## src/rtl/key_pkg.sv

```systemverilog
// key_pkg: shared types and board defaults for the pushbutton event decoder.
// The default cycle constants assume the 50 MHz board clock.
package key_pkg;

    // Per-key debounce / hold state machine encoding.
    typedef enum logic [2:0] {
        IDLE       = 3'd0,
        DB_PRESS   = 3'd1,
        PRESSED    = 3'd2,
        HELD       = 3'd3,
        DB_RELEASE = 3'd4
    } key_state_t;

    localparam int unsigned DEF_N_KEYS       = 3;
    localparam int unsigned DEF_DEBOUNCE_CYC = 500_000;     // 10 ms
    localparam int unsigned DEF_HOLD_CYC     = 50_000_000;  // 1 s
    localparam int unsigned DEF_REPEAT_CYC   = 12_500_000;  // 250 ms

    // Largest of three cycle constants; sizes the shared counter width.
    function automatic int unsigned max3(input int unsigned a,
                                         input int unsigned b,
                                         input int unsigned c);
        int unsigned m;
        m = (a > b) ? a : b;
        m = (m > c) ? m : c;
        return m;
    endfunction

endpackage

```

## src/rtl/key_channel.sv

```systemverilog
// key_channel: one pushbutton's synchronizer, debounce/hold FSM, counters and
// event strobes. The raw key is active-low and asynchronous to clk.
// Optional auto-repeat while HELD is compiled in with `define KEY_REPEAT_EN;
// without it repeat_pulse is tied low and no repeat counter exists.
//
//   state      | meaning
//   -----------+-----------------------------------------------------------
//   IDLE       | key released and stable; waiting for a synchronized press
//   DB_PRESS   | press seen, counting stable cycles before accepting it
//   PRESSED    | press accepted; counting towards the long-hold threshold
//   HELD       | long hold reached; held=1 (auto-repeat runs here if built)
//   DB_RELEASE | release seen, counting stable cycles; was_held picks return
module key_channel
    import key_pkg::*;
#(
    parameter int unsigned DEBOUNCE_CYC = DEF_DEBOUNCE_CYC,
    parameter int unsigned HOLD_CYC     = DEF_HOLD_CYC,
    parameter int unsigned REPEAT_CYC   = DEF_REPEAT_CYC
) (
    input  logic clk,
    input  logic reset,
    input  logic key_n,
    output logic key_down,
    output logic press_pulse,
    output logic release_pulse,
    output logic hold_pulse,
    output logic held,
    output logic repeat_pulse
);

    // One counter width covers every terminal count so no counter can wrap.
    localparam int unsigned CNT_W = $clog2(max3(DEBOUNCE_CYC, HOLD_CYC, REPEAT_CYC) + 1);

    localparam logic [CNT_W-1:0] DB_LAST   = CNT_W'(DEBOUNCE_CYC - 1);
    localparam logic [CNT_W-1:0] HOLD_LAST = CNT_W'(HOLD_CYC - 1);
    localparam logic [CNT_W-1:0] CNT_MAX   = '1;

    function automatic logic [CNT_W-1:0] sat_inc(input logic [CNT_W-1:0] v);
        return (v == CNT_MAX) ? v : v + 1'b1;
    endfunction

    logic sync1_q, sync1_d;
    logic sync2_q, sync2_d;
    logic p_s;

    key_state_t       state_q, state_d;
    logic [CNT_W-1:0] db_cnt_q, db_cnt_d;
    logic [CNT_W-1:0] hold_cnt_q, hold_cnt_d;
    logic             was_held_q, was_held_d;

    logic key_down_q, key_down_d;
    logic held_q, held_d;
    logic press_q, press_d;
    logic release_q, release_d;
    logic hold_q, hold_d;

    // Two-flop synchronizer; nothing looks at the raw pin before the second flop.
    always_comb begin
        sync1_d = key_n;
        sync2_d = sync1_q;
    end

    assign p_s = ~sync2_q;

    // Next-state and strobe decode for the debounce / hold state machine.
    always_comb begin
        state_d    = state_q;
        db_cnt_d   = db_cnt_q;
        hold_cnt_d = hold_cnt_q;
        was_held_d = was_held_q;
        key_down_d = key_down_q;
        held_d     = held_q;
        press_d    = 1'b0;
        release_d  = 1'b0;
        hold_d     = 1'b0;

        unique case (state_q)
            IDLE: begin
                db_cnt_d   = '0;
                hold_cnt_d = '0;
                if (p_s) begin
                    state_d = DB_PRESS;
                end
            end

            DB_PRESS: begin
                if (!p_s) begin
                    state_d = IDLE;
                end else if (db_cnt_q == DB_LAST) begin
                    state_d    = PRESSED;
                    press_d    = 1'b1;
                    key_down_d = 1'b1;
                    db_cnt_d   = '0;
                    hold_cnt_d = '0;
                end else begin
                    db_cnt_d = sat_inc(db_cnt_q);
                end
            end

            // Reaching the hold threshold wins over a release seen the same
            // cycle; the release is then taken from HELD one cycle later.
            PRESSED: begin
                if (hold_cnt_q == HOLD_LAST) begin
                    state_d = HELD;
                    hold_d  = 1'b1;
                    held_d  = 1'b1;
                end else if (!p_s) begin
                    state_d    = DB_RELEASE;
                    was_held_d = 1'b0;
                    db_cnt_d   = '0;
                end else begin
                    hold_cnt_d = sat_inc(hold_cnt_q);
                end
            end

            HELD: begin
                if (!p_s) begin
                    state_d    = DB_RELEASE;
                    was_held_d = 1'b1;
                    db_cnt_d   = '0;
                end
            end

            // A release that does not survive debounce returns to where it came
            // from; the hold count was frozen here, so PRESSED simply resumes.
            DB_RELEASE: begin
                if (p_s) begin
                    state_d = was_held_q ? HELD : PRESSED;
                end else if (db_cnt_q == DB_LAST) begin
                    state_d    = IDLE;
                    release_d  = 1'b1;
                    key_down_d = 1'b0;
                    held_d     = 1'b0;
                    db_cnt_d   = '0;
                end else begin
                    db_cnt_d = sat_inc(db_cnt_q);
                end
            end

            default: begin
                state_d = IDLE;
            end
        endcase
    end

    // State, counters, synchronizer and registered outputs.
    always_ff @(posedge clk) begin
        if (reset) begin
            sync1_q    <= 1'b1;
            sync2_q    <= 1'b1;
            state_q    <= IDLE;
            db_cnt_q   <= '0;
            hold_cnt_q <= '0;
            was_held_q <= 1'b0;
            key_down_q <= 1'b0;
            held_q     <= 1'b0;
            press_q    <= 1'b0;
            release_q  <= 1'b0;
            hold_q     <= 1'b0;
        end else begin
            sync1_q    <= sync1_d;
            sync2_q    <= sync2_d;
            state_q    <= state_d;
            db_cnt_q   <= db_cnt_d;
            hold_cnt_q <= hold_cnt_d;
            was_held_q <= was_held_d;
            key_down_q <= key_down_d;
            held_q     <= held_d;
            press_q    <= press_d;
            release_q  <= release_d;
            hold_q     <= hold_d;
        end
    end

    assign key_down      = key_down_q;
    assign held          = held_q;
    assign press_pulse   = press_q;
    assign release_pulse = release_q;
    assign hold_pulse    = hold_q;

`ifdef KEY_REPEAT_EN
    localparam logic [CNT_W-1:0] REP_LAST = CNT_W'(REPEAT_CYC - 1);

    logic [CNT_W-1:0] rep_cnt_q, rep_cnt_d;
    logic             repeat_q, repeat_d;

    // Auto-repeat: counts only while HELD with the key still down, freezes in
    // DB_RELEASE so a glitch does not restart the period, clears elsewhere.
    always_comb begin
        rep_cnt_d = rep_cnt_q;
        repeat_d  = 1'b0;
        if ((state_q == HELD) && p_s) begin
            if (rep_cnt_q == REP_LAST) begin
                repeat_d  = 1'b1;
                rep_cnt_d = '0;
            end else begin
                rep_cnt_d = sat_inc(rep_cnt_q);
            end
        end else if (state_q != DB_RELEASE) begin
            rep_cnt_d = '0;
        end
    end

    // Repeat counter and strobe registers.
    always_ff @(posedge clk) begin
        if (reset) begin
            rep_cnt_q <= '0;
            repeat_q  <= 1'b0;
        end else begin
            rep_cnt_q <= rep_cnt_d;
            repeat_q  <= repeat_d;
        end
    end

    assign repeat_pulse = repeat_q;
`else
    assign repeat_pulse = 1'b0;
`endif

endmodule

```

## src/rtl/key_event_decoder.sv

```systemverilog
// key_event_decoder: turns N_KEYS raw active-low pushbuttons into debounced
// levels and press / release / long-hold strobes for the puzzle logic.
// Each key is handled by its own key_channel; keys never interact.
// Define KEY_REPEAT_EN to get auto-repeat strobes while a key is HELD;
// otherwise repeat_pulse is constant 0 (ports are the same in both builds).
module key_event_decoder
    import key_pkg::*;
#(
    parameter int unsigned N_KEYS       = DEF_N_KEYS,
    parameter int unsigned DEBOUNCE_CYC = DEF_DEBOUNCE_CYC,
    parameter int unsigned HOLD_CYC     = DEF_HOLD_CYC,
    parameter int unsigned REPEAT_CYC   = DEF_REPEAT_CYC
) (
    input  logic              clk,
    input  logic              reset,
    input  logic [N_KEYS-1:0] KEY,
    output logic [N_KEYS-1:0] key_down,
    output logic [N_KEYS-1:0] press_pulse,
    output logic [N_KEYS-1:0] release_pulse,
    output logic [N_KEYS-1:0] hold_pulse,
    output logic [N_KEYS-1:0] held,
    output logic [N_KEYS-1:0] repeat_pulse
);

    for (genvar i = 0; i < N_KEYS; i++) begin : g_key
        key_channel #(
            .DEBOUNCE_CYC (DEBOUNCE_CYC),
            .HOLD_CYC     (HOLD_CYC),
            .REPEAT_CYC   (REPEAT_CYC)
        ) u_channel (
            .clk           (clk),
            .reset         (reset),
            .key_n         (KEY[i]),
            .key_down      (key_down[i]),
            .press_pulse   (press_pulse[i]),
            .release_pulse (release_pulse[i]),
            .hold_pulse    (hold_pulse[i]),
            .held          (held[i]),
            .repeat_pulse  (repeat_pulse[i])
        );
    end

endmodule
```

## config.mk

```make
export PLATFORM = sky130hd
export DESIGN_NAME = key_event_decoder
export DESIGN_NICKNAME = d
export VERILOG_FILES = /design/src/rtl/key_pkg.sv /design/src/rtl/key_channel.sv /design/src/rtl/key_event_decoder.sv
export SDC_FILE = /design/constraint.sdc
export NUM_CORES = 1
export LEC_CHECK = 0
export CORE_ASPECT_RATIO = 2
export CORE_MARGIN = 4
export CORE_UTILIZATION = 30
export CTS_CLUSTER_DIAMETER = 40
export CTS_CLUSTER_SIZE = 14
export DETAILED_ROUTE_END_ITERATION = 6
export GPL_TIMING_DRIVEN = 0
export PLACE_DENSITY = 0.53
export SLEW_MARGIN = 10
export SYNTH_ARGS = -nofsm -noshare
export SYNTH_HDL_FRONTEND = slang
export SYNTH_SLANG_ARGS = --single-unit
```

## constraint.sdc

```tcl
create_clock -name clk -period 2.8 [get_ports clk]
set_clock_uncertainty 0.05 [all_clocks]
set_input_delay 0.56 -clock clk [delete_from_list [all_inputs] [get_ports clk]]
set_output_delay 0.56 -clock clk [all_outputs]
set_load 0.03 [all_outputs]
```

# After elaboration in Yosys (flattened, before gate mapping)
# Index checks and enable logic that the tools add are counted.
dict set report totals {
  regBits 189
  elab_cells 264
}
dict set report op_classes {
  bitwise 12
  add_sub_neg 6
  reduce_logical 45
  mux 105
  eq_ne 63
}
# op count
set op_table {}
lappend op_table {{two-way mux 26 bit} 33}
lappend op_table {{one-hot mux 26 bit (5 select lines)} 3}
lappend op_table {{equality test 26 bit, second input constant} 9}
lappend op_table {{one-hot mux 26 bit (3 select lines)} 3}
lappend op_table {{adder 26 x 1 -> 26 bit, second input constant} 6}
lappend op_table {{equality test 26 x 19 -> 1 bit, second input constant} 3}
lappend op_table {{two-way mux 3 bit} 21}
lappend op_table {{one-hot mux 3 bit (5 select lines)} 3}
lappend op_table {{!= test 2 x 1 -> 1 bit, second input constant} 18}
lappend op_table {{AND reduction 4 bit} 9}
lappend op_table {{two-way mux 1 bit} 33}
lappend op_table {{!= test 2 bit, second input constant} 15}
lappend op_table {{equality test 3 x 2 -> 1 bit, second input constant} 6}
lappend op_table {{one-hot mux 1 bit (2 select lines)} 9}
lappend op_table {{AND reduction 6 bit} 3}
lappend op_table {{nonzero test 2 bit} 9}
lappend op_table {{OR reduction 3 bit} 6}
lappend op_table {{AND reduction 5 bit} 3}
lappend op_table {{nonzero test 5 bit} 3}
lappend op_table {{NOT 1 bit} 12}
lappend op_table {{equality test 3 x 1 -> 1 bit, second input constant} 3}
lappend op_table {{equality test 3 bit, second input constant} 3}
lappend op_table {{zero test 3 bit} 3}
lappend op_table {{!= test 3 x 1 -> 1 bit, second input constant} 3}
lappend op_table {{other kinds (4)} 12}

# Logic depth before layout (Yosys ltp)
# Gate-level depths: netlist (run 1).
dict set report logic_depth {
  ltp_word 5
  depth_mapped 10
  depth_no_buf 7
}

# Hierarchy
# From an unflattened synthesis (run 1), not the netlist that was laid out.
dict set report unflattened {
  cells_unflattened 1435
  hier_area_um2 11011.8
}
# module area_each_um2 instances cells_each seq_area_each_um2
set modules_own_cells {}
lappend modules_own_cells {{key_channel at g_key[2].u_channel} 3714.8 1 482 1261.2}
lappend modules_own_cells {{key_channel at g_key[1].u_channel} 3666.0 1 481 1261.2}
lappend modules_own_cells {{key_channel at g_key[0].u_channel} 3631.0 1 472 1261.2}

# Worst setup path before layout (run 1)
# Ideal clock, no wire load.
dict set report synth_timing {
  kind {register to register}
  from {register g_key[1].u_channel.db_cnt_q[0]}
  to {register g_key[1].u_channel.db_cnt_q[11]}
  slack_ns 0.254
  path_buffers 2
  path_stages_with_launch 10
  t_arrival_ns 2.363
  synth_period_minus_slack_ns 2.546
  path_cell_list {dfxtp_1 -> ha_1 -> nand4_1 -> or3_1 -> or4_4 -> and3_1 -> buf_2 -> buf_6 -> a22oi_1 -> a21oi_1}
}
dict set report synth_via {
  elab_chain_cells 5
}
# item line
set synth_lines {}
lappend synth_lines {{start: declaration} key_channel.sv:47} ;# logic [CNT_W-1:0] db_cnt_q, db_cnt_d;
lappend synth_lines {{start signal: assignment} key_channel.sv:164} ;# db_cnt_q <= db_cnt_d;
lappend synth_lines {{adder 26 x 1 -> 26 bit or equality test 26 bit (tied branches)} key_channel.sv:39} ;# return (v == CNT_MAX) ? v : v + 1'b1;
lappend synth_lines {{two-way mux 26 bit} key_channel.sv:39}
lappend synth_lines {{two-way mux 26 bit (*)} {key_channel.sv:89, key_channel.sv:129}}
lappend synth_lines {{two-way mux 26 bit, on equally long branches} {key_channel.sv:127, key_channel.sv:87}}
lappend synth_lines {{one-hot mux 26 bit (5 select lines) (*)} key_channel.sv:77} ;# unique case (state_q)
# Every way passes the cells marked *; elsewhere a longest branch is shown, timed or not. The select of a mux whose other input is x is not followed.
# A chain may end at the register's enable or synchronous reset.

# Worst setup path after layout (run 1)
dict set report layout_timing {
  from {register g_key[2].u_channel.db_cnt_q[13]}
  to {register g_key[2].u_channel.hold_cnt_q[14]}
}
dict set report layout_via {
  elab_chain_cells 3
}
# item line
set layout_lines {}
lappend layout_lines {{start: declaration} key_channel.sv:47}
lappend layout_lines {{start signal: assignment} key_channel.sv:164}
lappend layout_lines {{equality test 26 x 19 -> 1 bit} key_channel.sv:89} ;# end else if (db_cnt_q == DB_LAST) begin
lappend layout_lines {{!= test 2 x 1 -> 1 bit (no line)} n/a}
lappend layout_lines {{AND reduction 6 bit (no line)} n/a}
lappend layout_lines {{end signal: assignment} key_channel.sv:165} ;# hold_cnt_q <= hold_cnt_d;
lappend layout_lines {{end: declaration} key_channel.sv:48} ;# logic [CNT_W-1:0] hold_cnt_q, hold_cnt_d;
# Every way passes these cells.

==> results.py, run 1 <==
metrics = {
    "outcome": {
        "status": "complete, but fails checks",
        "violations": "design-rule violations",
    },
    "sta": {
        "max_freq_mhz": 364,
        "finalSetupViolations": 0,
        "fin_crit_ns": 2.75,
        "finalHoldViolCount": 0,
        "rsz0062_at_grt": "true",
        "slew_violations": 0,
        "max_slew_margin": 0.275,
        "setup-tns-final_ns": 0,
        "timing.final.crit_share": 0.981,
        "tightest_slew_ns": 1.09,
    },
    "worst_setup_path": {
        "r2r-start": "g_key[2].u_channel.db_cnt_q[13]",
        "path_max_fanout": 10,
        "r2r_end": "g_key[2].u_channel.hold_cnt_q[14]",
        "required_ns": 3.05,
        "cpPeakStageDelay_ns": 0.55,
        "ff2ff_path_depth": 6,
        "cp-endpoint": "g_key[2].u_channel.hold_cnt_q[14]",
        "critPathKind": "reg -> reg",
        "path_buf_inv": 1,
        "crit_cells": 6,
        "path_cells": "nor4b_1, nand3_1, o32ai_2, o21ba_2, buf_2, a311oi_1",
        "rrSetupSlack_ns": 0.05,
        "startpoint": "g_key[2].u_channel.db_cnt_q[13]",
        "cp.arrival_ns": 3.00,
        "critPathSlowestCell": "nor4b_1",
        "end_kind": "flop",
        "worstSetupStartpointType": "flop",
        "path_delay_family": "compound AO/OA/AOI/OAI gates",
    },
    "detailed_routing": {
        "drc_errors": 15,
        "vias": 11713,
        "via_per_inst": 6.22,
        "routed_wl_mm": 40.1,
        "ant_nets": 0,
        "drtIter0Drc": 891,
        "wl_per_cell_um": 21.3,
        "drt-pass1-iter-count": 7,
    },
    "synth": {
        "yosys.area.top_type": "dfxtp_1",
        "synthFlopType": "dfxtp_1",
        "synthSimpleGateAreaFrac": 0.282,
        "synth_xor_area_frac": 0.00239,
        "synth_seq_cells": 189,
        "synth-compound-area-share": 0.302,
        "synth_top_family_by_area": "compound AO/OA/AOI/OAI gates",
        "synth_async_sr_flop_share": 0,
        "synthTopCellsByArea": "dfxtp_1 (34%), a311oi_1 (5.1%), nand2_1 (4.4%)",
        "ys_warn_count": 0,
        "ys_types": 99,
        "synthAdderAreaFrac": 0.00682,
        "synth_edf_count": 0,
        "muxShareOfSynthArea": 0.00193,
        "yosysSeqAreaShare": 0.344,
        "syn-instance-count": 1359,
        "yosys.area.top_type_share": 0.344,
        "syn_area_mm2": 0.0110,
        "avgSynthCellArea_um2": 8.10,
    },
    "run": {
        "drv_cap": 0,
    },
    "place": {
        "io_buffers": 18,
        "routabilityCongestion": 0.925,
        "dp.cells": 1834,
        "dp_hpwl_mm": 29.2,
    },
    "finish": {
        "final_cell_mix": "dfxtp_1 (185), nand2_1 (127), a21oi_1 (93)",
        "instances_no_fill": 1883,
        "diodes": 0,
        "synthToLayoutAreaGrowth_pct": 16.1,
        "finalNetCount": 1428,
        "drive_gt1_frac": 0.140,
        "final_common_cell": "dfxtp_1",
    },
    "clocking": {
        "cts-htree-levels": 4,
        "cts_buffers": 17,
        "clock-root-buffer": "clkbuf_16",
        "clk_latency_ns": 0.45,
        "cts_tree": "yes",
        "clk_pin_slew_worst_paths_ns": 0.07,
        "cts.path.max_buffers": 2,
        "clock_sinks": 189,
    },
    "global_routing": {
        "track_usage": 0.195,
        "antenna_found_initial": 0,
        "gr-total-overflow": 0,
        "grt_max_degree": 17,
        "grt_pass1_vias": 11327,
        "grt_pass1_wl_mm": 61.8,
    },
    "power": {
        "vdd.ir_drop.worst_mv": 0.472,
        "p_per_area_mw_per_mm2": 424,
        "leakage_nw": 3.87,
    },
    "hold_path": {
        "hp-start": "g_key[1].u_channel.sync1_q",
        "min_path_type": "reg -> reg",
    },
    "die": {
        "fp.dieW_um": 143,
        "start_util": 0.302,
        "ioPinCount": 23,
        "core-area_mm2": 0.0364,
        "die_h_um": 279,
        "rows": 99,
        "dieArea_mm2": 0.0400,
    },
}
-- metrics by stage --
| step | worst slack (ns) | hold slack (ns) | instance area [µm²] | total power [mW] | utilization |
|---|---|---|---|---|---|
| floorplan | 0.254 | 0.339 | 11000 | 2.94 | - |
| global placement | -0.694 | 0.349 | 11800 | 3.06 | 0.323 |
| detailed placement | -0.458 | 0.347 | 11800 | 3.06 | 0.323 |
| CTS | -0.00311 | 0.362 | 12600 | 5.49 | 0.345 |
| global route | -0.0371 | 0.376 | 12800 | 5.59 | 0.351 |
| finish | 0.0539 | 0.359 | 12800 | 5.41 | 0.351 |
-- worst min-delay path by stage --
stage | slack, ns | end | depth (start not counted)
2_1_floorplan | 0.34 | g_key[0].u_channel.sync2_q | 1
3_3_place_gp | 0.35 | g_key[1].u_channel.sync2_q | 1
3_5_place_dp | 0.35 | g_key[1].u_channel.sync2_q | 1
4_1_cts | 0.36 | g_key[1].u_channel.sync2_q | 1
5_1_grt | 0.38 | g_key[1].u_channel.sync2_q | 1
6_report | 0.36 | g_key[1].u_channel.sync2_q | 1
-- synthesized netlist by cell type (12+ instances only) --
master / n
or2_2: 17
inv_1: 26
o211ai_1: 16
nand2b_1: 13
a21oi_1: 93
nand2_1: 128
nand3_1: 72
a211oi_1: 32
and4_1: 24
buf_2: 19
dfxtp_1: 189
buf_4: 18
nand4_1: 51
nor2_1: 81
a41oi_1: 23
o21ai_0: 71
a31oi_1: 50
or3_1: 12
and3_1: 32
clkbuf_1: 52
nor3_1: 44
o31ai_1: 17
nor4_1: 18
a311oi_1: 64
-- layout make-up --
cell class	instances	area (µm²)
buffer	98	562
clock buffer	25	495
clock inverter	6	60.1
fill	3864	23600
inverter	28	105
multi-input combinational	1042	6850
sequential	189	3790
tap	454	568
timing repair buffer	41	354
-- routing by layer --
metal  vias up  wire length [µm]  track usage
li1       5436                 -            -
met1      5612             14200        0.195
met2       492             21400        0.365
met3       173              1720       0.0322
met4         0              2760        0.125
met5         -                 0            0
-- cell families (layout without fill, tap and decap cells) --
logic type | count (synthesis) | in the layout
muxes | 2 | 2
AOI/OAI and AO/OA | 464 | 464
xor gates and xnor gates | 3 | 3
buffers and inverters | 130 | 198
adders and majority gates | 6 | 6
and+or+nand+nor | 564 | 564
other | 1 | 3
DFF | 189 | 189
-- worst reg2reg max path: stages (launching register included) --
cell and delay (ns):
dfxtp_1 0.42, nor4b_1 0.55, nand3_1 0.32, o32ai_2 0.44
o21ba_2 0.35, buf_2 0.32, a311oi_1 0.15
-- what timing repair did --
action,4_1_cts,5_1_grt
setup endpoints to repair,144,122
gates cloned,0,1
pin swaps,7,12
resized for setup,33,29
setup buffers,8,13
hold buffers,0,0
-- power by group --
part / leakage [nW] / internal, mW / switching [mW]
sequential: 1.53 / 2.69 / 0.00595
clock: 0.269 / 1.31 / 1.08
combinational: 2.08 / 0.0868 / 0.232
total: 3.87 / 4.09 / 1.32
-- sequential cells by signal, indices dropped and copies added, names as in the netlist --
register	flops
g_key.u_channel.key_down	3
g_key.u_channel.hold_cnt_q	78
g_key.u_channel.held	3
g_key.u_channel.release_pulse	3
g_key.u_channel.sync2_q	3
g_key.u_channel.db_cnt_q	78
g_key.u_channel.sync1_q	3
g_key.u_channel.state_q	9
g_key.u_channel.press_pulse	3
g_key.u_channel.was_held_q	3
g_key.u_channel.hold_pulse	3
No activity file was read; power rests on OpenSTA's default activity.
==> run 2, diff against run 1 <==
--- a/config.mk
+++ b/config.mk
@@ -11,6 +11,7 @@
 export CTS_CLUSTER_DIAMETER = 40
 export CTS_CLUSTER_SIZE = 14
 export DETAILED_ROUTE_END_ITERATION = 6
+export DONT_BUFFER_PORTS = 1
 export GPL_TIMING_DRIVEN = 0
 export PLACE_DENSITY = 0.53
 export SLEW_MARGIN = 10
==> run 2 against run 1 <==
Against the previous run: the run now ends clean; critical path type unchanged; count of clock-buffer cells in the layout shrank 5; power grew 4.2%; sequential share of layout area grew 0.074 points; largest cell class unchanged; via count shrank 1.6%; first-iteration DRC count shrank 18%; final cell count shrank 0.80%; combinational power is essentially flat.
==> results.py, run 2 (synthesized netlist as in run 1, its figures left out) <==
metrics = {
    "power": {
        "internal_power_mw": 4.24,
        "leakage_nw": 3.85,
        "clock_power_share": 0.466,
        "power_frac_comb": 0.056,
        "seq_power_share": 0.478,
        "p_total_mw": 5.64,
        "p_sw_frac": 0.249,
        "p_per_area_mw_per_mm2": 442,
        "switchingPower_mw": 1.40,
        "vdd.ir_drop.worst_mv": 0.443,
    },
    "detailed_routing": {
        "via_per_inst": 6.17,
        "drt-pass1-iter-count": 5,
        "wl_per_cell_um": 21.6,
        "vias": 11522,
        "ant_nets": 0,
        "routed_wl_mm": 40.3,
        "drc_errors": 0,
        "drtIter0Drc": 732,
    },
    "run": {
        "drv_cap": 0,
    },
    "place": {
        "placed_cell_area_mm2": 0.0116,
        "routabilityCongestion": 0.917,
        "io_buffers": 0,
        "dp_hpwl_mm": 29.0,
        "dp.cells": 1816,
    },
    "finish": {
        "diodes": 0,
        "finalNetCount": 1412,
        "instances_no_fill": 1868,
        "final_cell_mix": "dfxtp_1 (185), nand2_1 (127), a21oi_1 (93)",
        "final_common_cell": "dfxtp_1",
        "drive_gt1_frac": 0.152,
        "reg_top3": "g_key.u_channel.db_cnt_q: 78 flops, g_key.u_channel.hold_cnt_q: 78 flops, g_key.u_channel.state_q: 9 flops",
        "fin_area_mm2": 0.0128,
        "synthToLayoutAreaGrowth_pct": 15.9,
    },
    "worst_setup_path": {
        "worstSetupStartpointType": "flop",
        "path_max_fanout": 10,
        "critPathKind": "reg -> reg",
        "r2r_end": "g_key[0].u_channel.hold_cnt_q[8]",
        "rrSetupSlack_ns": 0.10,
        "cp-endpoint": "g_key[0].u_channel.hold_cnt_q[8]",
        "end_kind": "flop",
        "required_ns": 3.11,
        "ff2ff_path_depth": 9,
        "startpoint": "g_key[0].u_channel.hold_cnt_q[1]",
        "cp.arrival_ns": 3.01,
        "r2r-start": "g_key[0].u_channel.hold_cnt_q[1]",
    },
    "global_routing": {
        "antenna_found_initial": 0,
        "track_usage": 0.198,
        "grt_pass1_vias": 11418,
        "grt_max_degree": 17,
        "gr-total-overflow": 0,
        "grt_pass1_wl_mm": 62.5,
    },
    "die": {
        "ioPinCount": 23,
        "dieArea_mm2": 0.0400,
        "rows": 99,
        "fp.dieW_um": 143,
        "core-area_mm2": 0.0364,
        "die_h_um": 279,
        "start_util": 0.302,
    },
    "clocking": {
        "clk_pin_slew_worst_paths_ns": 0.07,
        "cts-htree-levels": 4,
        "cts_buffers": 17,
        "cts.path.max_buffers": 2,
        "clock-root-buffer": "clkbuf_16",
        "clock_sinks": 189,
        "clk_latency_ns": 0.46,
        "cts_tree": "yes",
    },
    "sta": {
        "rsz0062_at_grt": "true",
        "finalSetupViolations": 0,
        "fin_crit_ns": 2.70,
        "finalHoldViolCount": 0,
        "timing.final.crit_share": 0.964,
        "slew_violations": 0,
        "max_slew_margin": 0.251,
        "tightest_slew_ns": 1.12,
        "max_freq_mhz": 370,
    },
    "outcome": {
        "status": "finished, final reports clean",
    },
    "hold_path": {
        "min_path_type": "in -> reg",
    },
}
==> run 2: changes by cell type in the layout (fill, tap and decap cells not counted), moves of 2 or more <==
cell and delta:
bufinv_16 +2, inv_6 +3, clkinv_4 +2, clkbuf_4 -2, a311oi_1 -4, buf_4 +3
dfxtp_4 +2, clkdlybuf4s50_1 -18, a311oi_2 +4, dfxtp_2 -2, clkbuf_8 -2, clkbuf_1 -5
==> run 2: worst min path at each step <==
stage                                 endpoint                        from  cells past startpoint
finish              g_key[1].u_channel.sync1_q                      KEY[1]                      1
global route        g_key[1].u_channel.sync1_q                      KEY[1]                      1
CTS                 g_key[1].u_channel.sync1_q                      KEY[1]                      1
detailed placement  g_key[0].u_channel.sync2_q  g_key[0].u_channel.sync1_q                      1
global placement    g_key[0].u_channel.sync2_q  g_key[0].u_channel.sync1_q                      1
floorplan           g_key[0].u_channel.sync2_q  g_key[0].u_channel.sync1_q                      1
==> run 2: area by class of cell <==
type                            instances  area (µm²)
Buffer                                 97         556
Clock buffer                           20         457
Clock inverter                         12         159
Fill cell                            3850       23700
Inverter                               28         105
Multi-Input combinational cell       1042        6910
Sequential cell                       189        3790
Tap cell                              454         568
Timing Repair Buffer                   26         223
==> run 2: routing by layer <==
| layer | wire, µm | GRT usage |
|---|---|---|
| met5 | 0 | 0 |
| met4 | 2500 | 0.123 |
| met3 | 1430 | 0.0231 |
| met2 | 21900 | 0.375 |
| met1 | 14600 | 0.199 |
==> run 2: critical path, stage by stage, from the launching register on <==
cell      delay, ns
dfxtp_1        0.38
ha_2           0.23
nand4_1        0.18
buf_4          0.20
or4_4          0.55
o21ai_4        0.21
o211a_4        0.25
nor2_4         0.06
buf_4          0.21
a311oi_1       0.28
==> run 2: per-stage QoR <==
step	hold slack, ns	utilization	TNS [ns]	worst slack [ns]
2_1_floorplan	0.339	-	0	0.254
3_3_place_gp	0.367	0.318	-33.52	-0.680
3_5_place_dp	0.369	0.319	-30.63	-0.457
4_1_cts	0.137	0.341	0	0.00130
5_1_grt	0.151	0.351	-0.0206	-0.00772
6_report	0.157	0.351	0	0.101
==> run 2: power by group through the flow <==
stage / Clock (mW) / Combinational, mW / Sequential [mW]
floorplan: 0 / 0.182 / 2.76
global placement: 0 / 0.294 / 2.76
detailed placement: 0 / 0.296 / 2.76
CTS: 2.69 / 0.304 / 2.70
global route: 2.78 / 0.336 / 2.70
finish: 2.63 / 0.316 / 2.70
==> run 2: repair_timing <==
action	4_1_cts	5_1_grt
setup endpoints to repair	148	131
buffers inserted	7	17
gates cloned	0	1
resized for setup	30	42
pin swaps	6	11
hold buffers	0	0
==> edit 1: new RTL, flow settings as in run 2 <==
Add a define of `KEY_REPEAT_EN`.
--- a/src/rtl/key_channel.sv
+++ b/src/rtl/key_channel.sv
@@ -10,6 +10,8 @@
 //   PRESSED    | press accepted; counting towards the long-hold threshold
 //   HELD       | long hold reached; held=1 (auto-repeat runs here if built)
 //   DB_RELEASE | release seen, counting stable cycles; was_held picks return
+`define KEY_REPEAT_EN
+
 module key_channel
     import key_pkg::*;
 #(
Formal check against the unedited RTL: same outputs for any inputs over 4 cycles, from zero or initial values and one cycle with reset high; that may be too few to reach the edited logic, so the function may still have changed.
==> edit 1 against run 2 <==
  * Non-clock buffer count grew 19
  * Final cell count increased by 43%
  * Cell area grew 38%
  * Highest routed layer unchanged
  * Count of clock-buffer cells in the layout up 19
  * Hold slack got worse by 0.072 ns
  * Largest cell class unchanged
  * Wire length rose by 36%
  * Worst setup slack got worse by 0.028 ns
  * Synthesized area up 38%
  * Sequential cell count increased by 81
  * Power grew 54%
==> edit 1: results (changes against run 2) <==
Status: complete, no violations (unchanged)
TritonCTS buffer count: 34 (was 17)
Layout cells sized above 1: 11.3% (was 15.2%)
Inst Count DP: 2599 (was 1816)
Drt initial violations: 1038 (was 732)
Int Power: 6.50 mW (was 4.24 mW)
Dpl hpwl: 39.9 mm (was 29.0 mm)
Pre-CTS setup slack: -0.977 ns (was -0.457 ns)
Crit path max fanout: 10 (unchanged)
Clk buf depth: 3 (was 2)
Top flop regs: g_key.u_channel.db_cnt_q (78), g_key.u_channel.hold_cnt_q (78), g_key.u_channel.rep_cnt_q (78) (was g_key.u_channel.db_cnt_q (78), g_key.u_channel.hold_cnt_q (78), g_key.u_channel.state_q (9))
Sequential share of the synthesized area: 35.5% (was 34.4%)
CP arrival: 3.12 ns (was 3.01 ns)
Peak supply drop: 0.349 mV (was 0.443 mV)
Placed cell area: 16000 um^2 (was 11600 um^2)
Dominant cells by area after synthesis: dfxtp_1, a21oi_1, nand2_1, o21ai_0, nand3_1 (was dfxtp_1, a311oi_1, nand2_1, a21oi_1, nand3_1)
Clk network pwr share: 51.6% (was 46.6%)
Post-synthesis cell type count: 83 (was 99)
Gate power share: 3.9% (was 5.6%)
Slowest cell on the critical path: clkbuf_1 (was or4_4)
Sequential logic power: 3.86 mW (was 2.70 mW)
Pre-Repair DR Iteration Count: 6 (was 5)
# fillers: 5366 (was 3850)
Slowest stage delay, CP: 0.72 ns (was 0.55 ns)
Drt wl/cell: 20.6 um (was 21.6 um)
Syn avg cell area: 7.81 um^2 (was 8.10 um^2)
Vias per inst: 6.02 (was 6.17)
Pin count of the biggest net entering global routing: 15 (was 17)
Initial antenna violation count: 2 (was 0)
==> edit 1: routing by layer <==
metal  GRT usage [%]  wire length, um
met1            18.8            19200
met2            37.4            29800
met3            2.41             2470
met4            11.6             3520
met5               0                0
==> edit 1: worst paths after layout <==
check                                                     from                                 to  slack (ns)  cells after the start
worst max register to register  g_key[0].u_channel.db_cnt_q[0]  g_key[0].u_channel.hold_cnt_q[13]        0.10                     10
worst min-delay path                                    KEY[0]         g_key[0].u_channel.sync1_q        0.08                      1
worst max-delay path                                     reset    g_key[0].u_channel.db_cnt_q[18]        0.07                      6
worst min register to register      g_key[1].u_channel.sync1_q         g_key[1].u_channel.sync2_q        0.35                      1
==> edit 1: kinds of logic (layout without fill, tap and decap cells) <==
kind of cell / Yosys count / count (layout) / share of synthesized area, %
and+or+nand+nor: 878 / 878 / 31.7
xor gates and xnor gates: 7 / 7 / 0.402
AOI/OAI and AO/OA: 600 / 600 / 25.8
DFF: 270 / 270 / 35.5
other: 0 / 1 / 0
muxes: 11 / 11 / 0.731
buffers and inverters: 175 / 248 / 5.09
adders and majority gates: 9 / 9 / 0.739
==> edit 1: timing repair <==
item,4_1_cts,5_1_grt
gates resized for setup,51,53
gates cloned,0,0
hold buffers,0,0
setup buffers,8,12
pin swaps,6,7
endpoints found under the setup margin,227,154
==> edit 1: layout make-up <==
cell class,count,area (um^2),area share [%]
clock inverters,20,198,1.12
diodes,1,2.50,0.0142
clock buffers,39,911,5.15
inverters,47,176,0.998
plain buffers,122,628,3.55
multi-input cells,1505,9390,53.1
flip-flops and latches,270,5410,30.6
well taps,649,812,4.59
repair buffers,20,150,0.849
==> edit 1: worst max-delay path, delay by kind of cell <==
kind / cells / cell delay, ns
buf+inv: 4 / 2.20
compound gates: 2 / 0.32
==> edit 2: new RTL, settings of run 2 <==
Without the edit above. The 5 states of `key_state_t` get a one-hot encoding in 5 bits.
--- a/src/rtl/key_pkg.sv
+++ b/src/rtl/key_pkg.sv
@@ -3,12 +3,12 @@
 package key_pkg;
 
     // Per-key debounce / hold state machine encoding.
-    typedef enum logic [2:0] {
-        IDLE       = 3'd0,
-        DB_PRESS   = 3'd1,
-        PRESSED    = 3'd2,
-        HELD       = 3'd3,
-        DB_RELEASE = 3'd4
+    typedef enum logic [4:0] {
+        IDLE       = 5'b00001,
+        DB_PRESS   = 5'b00010,
+        PRESSED    = 5'b00100,
+        HELD       = 5'b01000,
+        DB_RELEASE = 5'b10000
     } key_state_t;
 
     localparam int unsigned DEF_N_KEYS       = 3;
Function: no difference found for any inputs over 4 cycles, from zero or initial values and one cycle with reset high; so few cycles prove little.
==> edit 2 against run 2 <==
  * Worst setup slack got worse by 0.086 ns
  * Global-route usage down 1.2 points
  * Hold slack hardly changed
  * Power fell by 1.1%
  * Synthesized area up 4.1%
  * Wire length fell by 1.2%
  * Cell area rose by 1.3%
  * Largest power group unchanged
  * Sequential cell count up 6
  * Synthesized cell count is 6.4% higher
  * Final cell count rose by 4.4%
==> edit 2: results (changes against run 2) <==
Top flop regs: g_key.u_channel.db_cnt_q (78), g_key.u_channel.hold_cnt_q (78), g_key.u_channel.state_q (15) (was g_key.u_channel.db_cnt_q (78), g_key.u_channel.hold_cnt_q (78), g_key.u_channel.state_q (9))
Non-clock buffer share: 5.54% (was 6.10%)
Tightest Pin Transition: 1.01 ns (was 1.12 ns)
Minimum clock period: 2.79 ns (was 2.70 ns)
Core ar.: 37900 um^2 (was 36400 um^2)
CLK BUF: 21 (was 20)
Initial antenna violation count: 1 (was 0)
Inverters: 29 (was 28)
GRT Util Overall: 18.6% (was 19.8%)
Status: complete, no violations (unchanged)
Leakage: 3.93 nW (was 3.85 nW)
Peak supply drop: 0.456 mV (was 0.443 mV)
Slowest cell on the critical path: o311ai_0 (was or4_4)
Postcts setup bufs: 4 (was 7)
Sequential share of the synthesized area: 34.0% (was 34.4%)
Post-synthesis compound-gate area fraction: 26.6% (was 30.2%)
Synth Area in Adders: 0.655% (was 0.682%)
Num sequential: 195 (was 189)
# fillers: 4023 (was 3850)
Register-to-Register Setup Slack: 0.01 ns (was 0.10 ns)
Post-synthesis cell type count: 104 (was 99)
Clock network power: 2.51 mW (was 2.63 mW)
Routability cong.: 0.925 (was 0.917)
Dpl hpwl: 29.7 mm (was 29.0 mm)
FF+latch area: 3910 um^2 (was 3790 um^2)
Gate power share: 5.2% (was 5.6%)
Global-route wire length before repair: 62.4 mm (was 62.5 mm)
Resized Gates After CTS: 14 (was 30)
Signal buffers: 128 (was 123)
Pin count of the biggest net entering global routing: 18 (was 17)
Pre-CTS setup slack: -0.321 ns (was -0.457 ns)
Final nets: 1486 (was 1412)
Hold_sp: KEY[1] (unchanged)
XOR/XNOR Fraction of Synth Area: 0.305% (was 0.239%)
Vias: 11.9k (was 11.5k)
Clk network pwr share: 44.9% (was 46.6%)
Drt drc: 0 (unchanged)
Worst Reg-to-Reg Cells: 8 (was 9)
CP arrival: 3.06 ns (was 3.01 ns)
Drt wl/cell: 20.4 um (was 21.6 um)
#MultiIn Comb: 1104 (was 1042)
Crit path from: g_key[1].u_channel.db_cnt_q[0] (was g_key[0].u_channel.hold_cnt_q[1])
Clk tree area frac: 4.47% (was 4.82%)
Dominant cells by area after synthesis: dfxtp_1, a21oi_1, nand2_1, nand3_1, o21ai_0 (was dfxtp_1, a311oi_1, nand2_1, a21oi_1, nand3_1)
Drt initial violations: 697 (was 732)
Multi-input logic area: 7040 um^2 (was 6910 um^2)
NetSw: 1.43 mW (was 1.40 mW)
Layout cells sized above 1: 13.2% (was 15.2%)
==> edit 2: changes by cell type in the layout (fill, tap and decap cells not counted), moves of 8 or more <==
cell / delta
dfxtp_1: +8
or3_1: +21
buf_4: -12
or4_1: +8
a311oi_2: -8
a31oi_1: -13
o21ai_1: +14
nand2_1: +9
a311oi_1: -28
a211oi_1: -20
buf_2: +10
a21oi_1: +37
clkbuf_1: +8
nand3_1: +9
==> edit 2: metrics by stage <==
step	hold slack (ns)	util, %	total power, mW	instance area [um^2]	std cells
global route	0.130	34.1	5.77	12900	1951
global placement	0.345	31.8	3.12	12100	1911
finish	0.157	34.1	5.58	12900	1951
detailed placement	0.346	31.8	3.12	12100	1911
CTS	0.127	33.6	5.66	12700	1947
floorplan	0.339	-	3.02	11500	1448
==> edit 2: per-layer routing <==
layer  track usage, %  up-vias  routed length, um
met5                0        -                  0
met4             13.5        0               2910
met3             2.60      165               1400
met2             35.9      369              21800
met1             17.5     5678              13700
li1                 -     5642                  -
